File: src/rtl/fir_mac_sequencer.sv
// Time-multiplexed FIR: a single multiply-accumulate unit walks all IPD taps of a
// circular delay line, producing one unsigned, OPL-bit truncated result per accepted sample.
module fir_mac_sequencer #(
    parameter int IPL = 4,
    parameter int CEL = 4,
    parameter int OPL = 6,
    parameter int IPD = 4,
    localparam int TW = $clog2(IPD)
) (
    input  logic           clk,
    input  logic           rst,
    input  logic [IPL-1:0] x_in,
    input  logic           x_valid,
    output logic           x_ready,
    input  logic           c_wr,
    input  logic [TW-1:0]  c_addr,
    input  logic [CEL-1:0] c_data,
    output logic           c_err,
    output logic [OPL-1:0] y_out,
    output logic           y_valid,
    output logic           busy
);

    typedef enum logic {IDLE, MAC} state_t;

    state_t         state_reg;
    logic [IPL-1:0] line_reg [IPD];
    logic [CEL-1:0] coef_reg [IPD];
    logic [TW-1:0]  wp_reg;
    logic [TW-1:0]  wp_cur_reg;
    logic [TW-1:0]  k_reg;
    logic [OPL-1:0] acc_reg;
    logic [OPL-1:0] y_out_reg;
    logic           y_valid_reg;
    logic           c_err_reg;

    logic           accept;
    logic           addr_ok;
    logic           coef_wr_ok;
    logic [TW-1:0]  wp_next;
    logic [TW-1:0]  tap_idx;
    logic [IPL+CEL-1:0] prod;
    logic [OPL-1:0] acc_next;
    logic [IPD-1:0] coef_we;
    logic [IPD-1:0] line_we;

    assign x_ready    = (state_reg == IDLE) && !rst;
    assign accept     = x_valid && x_ready;
    assign addr_ok    = int'(c_addr) < IPD;
    assign coef_wr_ok = c_wr && addr_ok && (state_reg == IDLE);
    assign wp_next    = (wp_reg == TW'(IPD - 1)) ? '0 : wp_reg + TW'(1);

    // Per-slot write enables for the coefficient bank and the delay line.
    genvar gi;
    generate
        for (gi = 0; gi < IPD; gi++) begin : g_we
            assign coef_we[gi] = coef_wr_ok && (c_addr == TW'(gi));
            assign line_we[gi] = accept && (wp_reg == TW'(gi));
        end
    endgenerate

    // Tap k looks back k slots from the newest sample; wrap explicitly so
    // non-power-of-2 depths index correctly.
    always_comb begin
        tap_idx = '0;
        if (wp_cur_reg >= k_reg)
            tap_idx = wp_cur_reg - k_reg;
        else
            tap_idx = TW'(int'(wp_cur_reg) + IPD - int'(k_reg));
    end

    assign prod     = {{IPL{1'b0}}, coef_reg[k_reg]} * {{CEL{1'b0}}, line_reg[tap_idx]};
    assign acc_next = acc_reg + OPL'(prod);

    always_ff @(posedge clk) begin
        if (rst) begin
            state_reg   <= IDLE;
            wp_reg      <= '0;
            wp_cur_reg  <= '0;
            k_reg       <= '0;
            acc_reg     <= '0;
            y_out_reg   <= '0;
            y_valid_reg <= 1'b0;
            c_err_reg   <= 1'b0;
            for (int i = 0; i < IPD; i++) begin
                line_reg[i] <= '0;
                coef_reg[i] <= '0;
            end
        end else begin
            y_valid_reg <= 1'b0;
            c_err_reg   <= c_wr && !coef_wr_ok;
            for (int i = 0; i < IPD; i++) begin
                if (coef_we[i])
                    coef_reg[i] <= c_data;
                if (line_we[i])
                    line_reg[i] <= x_in;
            end
            case (state_reg)
                IDLE: begin
                    if (accept) begin
                        wp_cur_reg <= wp_reg;
                        wp_reg     <= wp_next;
                        acc_reg    <= '0;
                        k_reg      <= '0;
                        state_reg  <= MAC;
                    end
                end
                MAC: begin
                    acc_reg <= acc_next;
                    if (k_reg == TW'(IPD - 1)) begin
                        y_out_reg   <= acc_next;
                        y_valid_reg <= 1'b1;
                        state_reg   <= IDLE;
                    end else begin
                        k_reg <= k_reg + TW'(1);
                    end
                end
                default: state_reg <= IDLE;
            endcase
        end
    end

    assign y_out   = y_out_reg;
    assign y_valid = y_valid_reg;
    assign c_err   = c_err_reg;
    assign busy    = (state_reg == MAC);

endmodule
File: config.mk
export PLATFORM = sky130hd
export DESIGN_NAME = fir_mac_sequencer
export DESIGN_NICKNAME = d
export VERILOG_FILES = /design/src/rtl/fir_mac_sequencer.sv
export SDC_FILE = /design/constraint.sdc
export NUM_CORES = 1
export LEC_CHECK = 0
export ABC_AREA = 1
export CORE_ASPECT_RATIO = 1.5
export CORE_MARGIN = 2
export CORE_UTILIZATION = 60
export DETAILED_ROUTE_END_ITERATION = 8
export GPL_TIMING_DRIVEN = 0
export PLACE_DENSITY = 0.82
export SETUP_SLACK_MARGIN = 0.5
export SLEW_MARGIN = 25
export SYNTH_ARGS = -nofsm -noshare
export SYNTH_HDL_FRONTEND = slang
export SYNTH_SLANG_ARGS = --single-unit
File: constraint.sdc
create_clock -name clk -period 6.69 [get_ports clk]
set_input_delay 2.007 -clock clk [delete_from_list [all_inputs] [get_ports clk]]
set_output_delay 2.007 -clock clk [all_outputs]
set_load 0.01 [all_outputs]
# Word level (Yosys, flattened, before mapping)

Memories as Yosys holds them, arrays and structs flattened. A register that Yosys moved wholly into a read port is not among the register bits.
Index checks and enable logic that the tools add are counted.

Memory bits (read-only): 0
Memories kept: 2
Bits in latches: 0
Input bits: 14
Word-level logic and storage cells: 103
Bits in registers: 21
Bits in writable memories: 32

Memory list:

| memory   | depth | width | read ports | clocked after memory_dff | write ports | line | text |
|---|---|---|---|---|---|---|---|
| coef_reg | 4     | 4     | 1          | 1                        | 4           | 28   | `logic [CEL-1:0] coef_reg [IPD];` |
| line_reg | 4     | 4     | 1          | 0                        | 4           | 27   | `logic [IPL-1:0] line_reg [IPD];` |

Reductions and logical operators: 20
Add/subtract/negate cells: 6
Bitwise logic cells: 9
Divide/modulo/power cells: 0
Eq/ne operators: 9
Multiplexer cells: 47
Multipliers: 1
Shift-type cells: 0
$lt $le $gt $ge: 1

Operator list:

| kind                  | number |
|---|---|
| $mux W4               | 8 |
| $mux W1               | 29 |
| $logic_and A1 B1 Y1   | 12 |
| $mux W2               | 6 |
| $pmux W6 S2           | 1 |
| $eq A2 B2 Y1 const B  | 5 |
| $or A1 B1 Y1          | 8 |
| $add A2 B1 Y2 const B | 3 |
| $add A6 B6 Y6         | 1 |
| $mul A4 B4 Y6         | 1 |
| $mux W6               | 1 |
| $reduce_and A2 Y1     | 3 |
| $eq A2 B1 Y1 const B  | 2 |
| $logic_not A2 Y1      | 2 |
| $ne A2 B2 Y1 const B  | 2 |
| $pmux W2 S2           | 1 |
| $sub A2 B2 Y2         | 2 |
| $ge A2 B2 Y1          | 1 |
| $logic_not A1 Y1      | 2 |
| $pmux W1 S2           | 1 |
| $reduce_or A2 Y1      | 1 |
| $not A1 Y1            | 1 |

# Longest topological paths before layout

Gate-level depths: netlist (run 1).

Word-level depth: 8
Depth in mapped cells: 24
Mapped depth without buffers: 24

# Least setup slack after synthesis (run 1)

OpenSTA, ideal clock, no wires.

Kind: input to output
From: in rst
To: out x_ready
Stages on the path: 2
Buffers on the path: 1
Path slack: 2.374 ns
Arrival: 2.309 ns
Path through: buf_4 nor2_2

Longest elaborated chain between the ends: 2

RTL lines:

| what                | line | text |
|---|---|---|
| start: declaration  | 11   | `input logic rst,` |
| $logic_not A1 Y1    | 47   | `assign x_ready = (state_reg == IDLE) && !rst;` |
| $logic_and A1 B1 Y1 | 47   |  |
| end: declaration    | 14   | `output logic x_ready,` |

Every way passes these cells.

# Worst setup path in the final report (run 1)

Same ends and word-level chain as after synthesis.

==> impl_metrics.tcl, run 1 <==
set metrics [dict create \
    outcome "finished, final reports clean" \
    numClockSinks 55 \
    htree_levels 2 \
    antenna_left 0 \
    grt_max_degree 18 \
    track_usage 0.234 \
    ff2ff_setup_slack_ps 2510 \
    layout_common_cells "nand2_1 (57), nor2_1 (55), inv_1 (43)" \
    io_pins 24 \
    ys_types 34 \
    drive_above_1_share 0.0947 \
    post-cts-setup-buffer-count 0 \
    maxSlewViolCount 0 \
    drc_errors 0 \
    fin_ws_ps 1830 \
    hpwl_mm 4.53 \
    pwr_density_cell_mw_per_mm2 228 \
    setup_tns_ps 0 \
    routed_wl_mm 5.71 \
    finalCritPeriodShare 0.726 \
    synthToLayoutAreaGrowth_pct 13.2 \
    start_kind "input port" \
    wl_met1_mm 2.23 \
    synth.area.top_cells "edfxtp_1 (33%), dfxtp_1 (16%), nand2_1 (7.3%), nor2_1 (7.0%), ha_1 (6.8%)" \
    comb_power_share 0.254 \
    setup_violations 0 \
    route.met3.wl_um 127 \
    syn_nets 366 \
    ys_seq_area_frac 0.482 \
    tightest_slew_ps 535 \
    slew_headroom 0.643 \
    synth_flop_cell "edfxtp_1" \
    synth_top_area_frac 0.326 \
    met2WireLength_mm 3.26 \
    syn_inst 329 \
    clkSlewWorstSetupHoldPaths_ps 90 \
    yosys.area.top_type "edfxtp_1" \
    slowest_delay_ps 550 \
    cts_resized 0 \
    nets 395 \
    p_leak_nw 1.49 \
    ir_worst_vdd_v 0.000183 \
    arrival_ps 2850 \
    core-area_sq_mm 0.00477 \
    maxCapViolations 0 \
    setup.worst_path.end_class "primary output" \
    drtIter0Drc 106 \
    synth_edf_count 32 \
    netlist_area_sq_mm 0.00295 \
    grt_first_pass_wirelength_mm 9.62 \
    synth_seq_cells 55 \
    crit_type "input port to primary output" \
    initial_core_util 0.618 \
    final_area_sq_mm 0.00334 \
    fin_crit_ps 4860 \
    clock_path_buffers 2 \
    share_seq_of_total_power 0.504 \
    first_global_vias 2172 \
    die_h_um 89.9 \
    p_clk_frac 0.241 \
    synthArstFlopShare 0 \
    switchingPower_w 0.000239 \
    internal_power_w 0.000524 \
    cts_made_buffers 5 \
    avgRoutedWirePerCell_um 13.4 \
    overflow 0 \
    placed_area_sq_mm 0.00325 \
    die-area_sq_mm 0.00550 \
    row_count 31 \
    cts_tree "yes" \
    antenna_found_initial 0 \
    port_buffers 22 \
    die_w_um 61.2 \
    insertion_delay_ps 320 \
    antenna_cells 0 \
    routabilityCongestion 0.832 \
    num_vias 2195 \
    vias_per_cell 5.16 \
    finalHoldViolCount 0 \
    crit_chain "buf_4 > nor2_2 > clkdlybuf4s50_1" \
    postSynthAreaPerCell_sq_um 8.96 \
    hold_class "flop to flop" \
    dp_slack_ps 1830 \
    highest-signal-layer "met4" \
    netSwitchingFraction 0.314 \
    cts-root-buf "clkbuf_8" \
    clock_skew_ps 10.7 \
    ys_warn_count 0 \
    worstPathMaxFanout 10 \
    cp_slowest_cell "clkdlybuf4s50_1" \
    ctsHoldBuffers 0 \
    worst_ep_required_time_ps 4680 \
    fmax_mhz 206 \
    rsz0062_at_grt "false" \
    finalPower_w 0.000763 \
    drt_pre_antenna_iters 4 \
    final_common_cell "nand2_1" \
]
[power groups by stage]
stage               clock [W]  combinational, W  sequential, W
finish               0.000184          0.000194       0.000385
global route         0.000195          0.000219       0.000387
CTS                  0.000182          0.000194       0.000385
detailed placement          0          0.000193       0.000393
global placement            0          0.000188       0.000392
floorplan                   0          0.000145       0.000390
[synthesized netlist by cell type (4+ instances only)]
master     n
nand2_2    6
nor2_2     5
nand4_1    5
dfxtp_1   23
nand2_1   57
nand3_1   13
inv_1     43
ha_1      16
mux2i_1    4
fa_1       7
o21ai_0   14
a21oi_1   13
nor2_1    55
xor2_1     4
edfxtp_1  32
[metal layers]
layer	GRT usage	vias up
li1	-	1122
met4	0.0761	0
met2	0.410	34
met5	0	-
met1	0.280	1030
met3	0.0345	9
[cells by family after synthesis]
group,after synthesis,share of synthesized area
adder cells (fa/ha/maj),23,0.115
AND/OR/NAND/NOR,151,0.224
multiplexers,4,0.0136
AO/OA/AOI/OAI,38,0.0759
XOR/XNOR,5,0.0148
flip-flops,55,0.482
buffers and inverters,53,0.0747
[final timing paths]
check / startpoint / endpoint / cells past startpoint
setup reg to reg: wp_cur_reg[0] / y_out[5] / 22
hold reg to reg: y_out[1] / y_out[1] / 2
hold / removal: y_out[1] / y_out[1] / 2
setup / recovery: rst / x_ready / 3
[layout make-up]
type,instances,area (sq um)
multi-input combinational,221,1310
clock buffer,5,68.8
sequential,55,1420
buffer,6,42.5
inverter,47,178
clock inverter,3,18.8
timing repair buffer,22,220
tap,66,82.6
fill,396,1430
[critical path, delay by kind of cell]
family                 cells  cell delay (ps)
AND/OR/NAND/NOR            1              130
buffers and inverters      2              710
[through the flow]
step	hold WS, ps	std cells	utilization
2_1_floorplan	448	329	-
3_3_place_gp	467	417	0.682
3_5_place_dp	480	417	0.682
4_1_cts	498	425	0.700
5_1_grt	531	425	0.700
6_report	495	425	0.700
No activity file was read; power rests on OpenSTA's default activity.
==> inputs of run 2 (changes only) <==
--- a/config.mk
+++ b/config.mk
@@ -8,10 +8,10 @@
 export ABC_AREA = 1
 export CORE_ASPECT_RATIO = 1.5
 export CORE_MARGIN = 2
-export CORE_UTILIZATION = 60
+export CORE_UTILIZATION = 52
 export DETAILED_ROUTE_END_ITERATION = 8
 export GPL_TIMING_DRIVEN = 0
-export PLACE_DENSITY = 0.82
+export PLACE_DENSITY = 0.75
 export SETUP_SLACK_MARGIN = 0.5
 export SLEW_MARGIN = 25
 export SYNTH_ARGS = -nofsm -noshare
==> constraint.sdc (replaced) <==
create_clock -name clk -period 4.1 [get_ports clk]
set_input_delay 1.23 -clock clk [delete_from_list [all_inputs] [get_ports clk]]
set_output_delay 1.23 -clock clk [all_outputs]
set_load 0.01 [all_outputs]
==> impl_metrics.tcl, run 2 (synthesis gave the netlist of run 1 again) <==
set metrics [dict create \
    numClockSinks 55 \
    p_leak_nw 1.53 \
    clock_skew_ps 11.8 \
    port_buffers 22 \
    worstPathMaxFanout 5 \
    final_common_cell "nor2_1" \
    placed_area_sq_mm 0.00329 \
    grt_max_degree 17 \
    final_area_sq_mm 0.00351 \
    htree_levels 2 \
    clock_path_buffers 2 \
    finalPower_w 0.00136 \
    arrival_ps 4150 \
    num_vias 2182 \
    finalCritPeriodShare 0.964 \
    cts_made_buffers 5 \
    hpwl_mm 4.60 \
    vias_per_cell 4.99 \
    holdCritStartpoint "y_out[0]" \
    clkSlewWorstSetupHoldPaths_ps 100 \
    critPathLaunch "wp_cur_reg[0]" \
    drc_errors 0 \
    nets 403 \
    ir_worst_vdd_v 0.000252 \
    cts_tree "yes" \
    pwr_density_cell_mw_per_mm2 386 \
    setup_tns_ps 0 \
    multi_input_area_sq_mm 0.00139 \
    antenna_cells 0 \
    final_util 0.640 \
    synthToLayoutAreaGrowth_pct 19.1 \
    fmax_mhz 253 \
    drive_above_1_share 0.161 \
    antenna_left 0 \
    start_kind "flop" \
    setup_violations 0 \
    die_h_um 96.2 \
    cts-root-buf "clkbuf_8" \
    row_count 33 \
    core-area_sq_mm 0.00549 \
    maxSlewViolCount 0 \
    maxCapViolations 0 \
    die-area_sq_mm 0.00630 \
    fill_cells 457 \
    worst_hold_slack_ps 494 \
    first_global_vias 2136 \
    tightest_slew_ps 521 \
    drtIter0Drc 58 \
    drt_pre_antenna_iters 4 \
    fin_crit_ps 3950 \
    grt_first_pass_wirelength_mm 9.56 \
    rsz0062_at_grt "true" \
    track_usage 0.204 \
    initial_core_util 0.537 \
    routabilityCongestion 0.842 \
    layout_common_cells "nor2_1 (55), nand2_1 (52), inv_1 (41)" \
    finalHoldViolCount 0 \
    r2r-start "wp_cur_reg[0]" \
    insertion_delay_ps 310 \
    die_w_um 65.5 \
    outcome "finished, final reports clean" \
    seqCellArea_sq_mm 0.00142 \
    antenna_found_initial 0 \
    worst_ep_required_time_ps 4300 \
    slew_headroom 0.652 \
    hold_class "flop to flop" \
    routed_wl_mm 5.88 \
    crit_type "flop to flop" \
    io_pins 24 \
    overflow 0 \
    avgRoutedWirePerCell_um 13.4 \
    setup.worst_path.end_class "flop" \
]
run 2: changes by cell type in the layout (fill, tap and decap cells not counted), sizes merged:
cell | previous run | this run
buf | 4 | 12
clkbuf | 7 | 8
clkinv | 2 | 1
clkinvlp | 1 | 2
inv | 47 | 46
run 2: worst paths after layout:
kind               to  slack, ps  depth (start not counted)
max          y_out[5]        150                         22
min          y_out[0]        490                          2
max reg2reg  y_out[5]        150                         22
min reg2reg  y_out[0]        490                          2
run 2: critical path: stages, from the launching register on:
cell	delay (ps)
dfxtp_2	330
inv_2	50
ha_4	310
buf_8	120
mux2i_1	200
nand2_1	90
nand2_2	110
inv_2	50
nand2_2	60
fa_1	430
fa_1	490
inv_1	50
fa_1	540
ha_4	220
nand3b_1	100
nand2_1	60
nand2_1	70
nand2_2	70
nand3b_1	190
nand2_1	100
nand2_2	70
nand2_2	80
a21oi_2	50
run 2: metal layers:
layer | part of all wire | track usage | routed length, um
met1 | 0.41 | 0.215 | 2380
met2 | 0.56 | 0.404 | 3310
met3 | 0.013 | 0.0257 | 78
met4 | 0.018 | 0.0747 | 103
met5 | 0 | 0 | 0
run 2: final cells by class:
type	count	share of cell area
sequential	55	0.405
multi-input combinational	221	0.395
timing repair buffer	30	0.0866
inverter	47	0.0506
tap	70	0.0249
clock buffer	6	0.0207
buffer	6	0.0132
clock inverter	2	0.00356
run 2: power breakdown:
part | total [W] | switching (W) | internal [W] | leakage [nW]
combinational | 0.000436 | 0.000233 | 0.000203 | 0.977
sequential | 0.000629 | 0.0000155 | 0.000613 | 0.519
clock | 0.000293 | 0.000173 | 0.000119 | 0.0374
total | 0.00136 | 0.000421 | 0.000936 | 1.53
run 2: metrics by stage:
step | cells | setup WS, ps
after global placement | 421 | 207
after floorplan | 329 | 497
after CTS | 434 | 153
after global routing | 437 | -53.6
final | 437 | 148
after detailed placement | 421 | 119
run 2: repair_timing:
| action | CTS | global route |
|---|---|---|
| setup buffers | 4 | 3 |
| setup endpoints to repair | 4 | 6 |
| pin swaps | 5 | 3 |
| gates resized for setup | 14 | 2 |
| hold buffers | 0 | 0 |
| gates cloned | 1 | 0 |
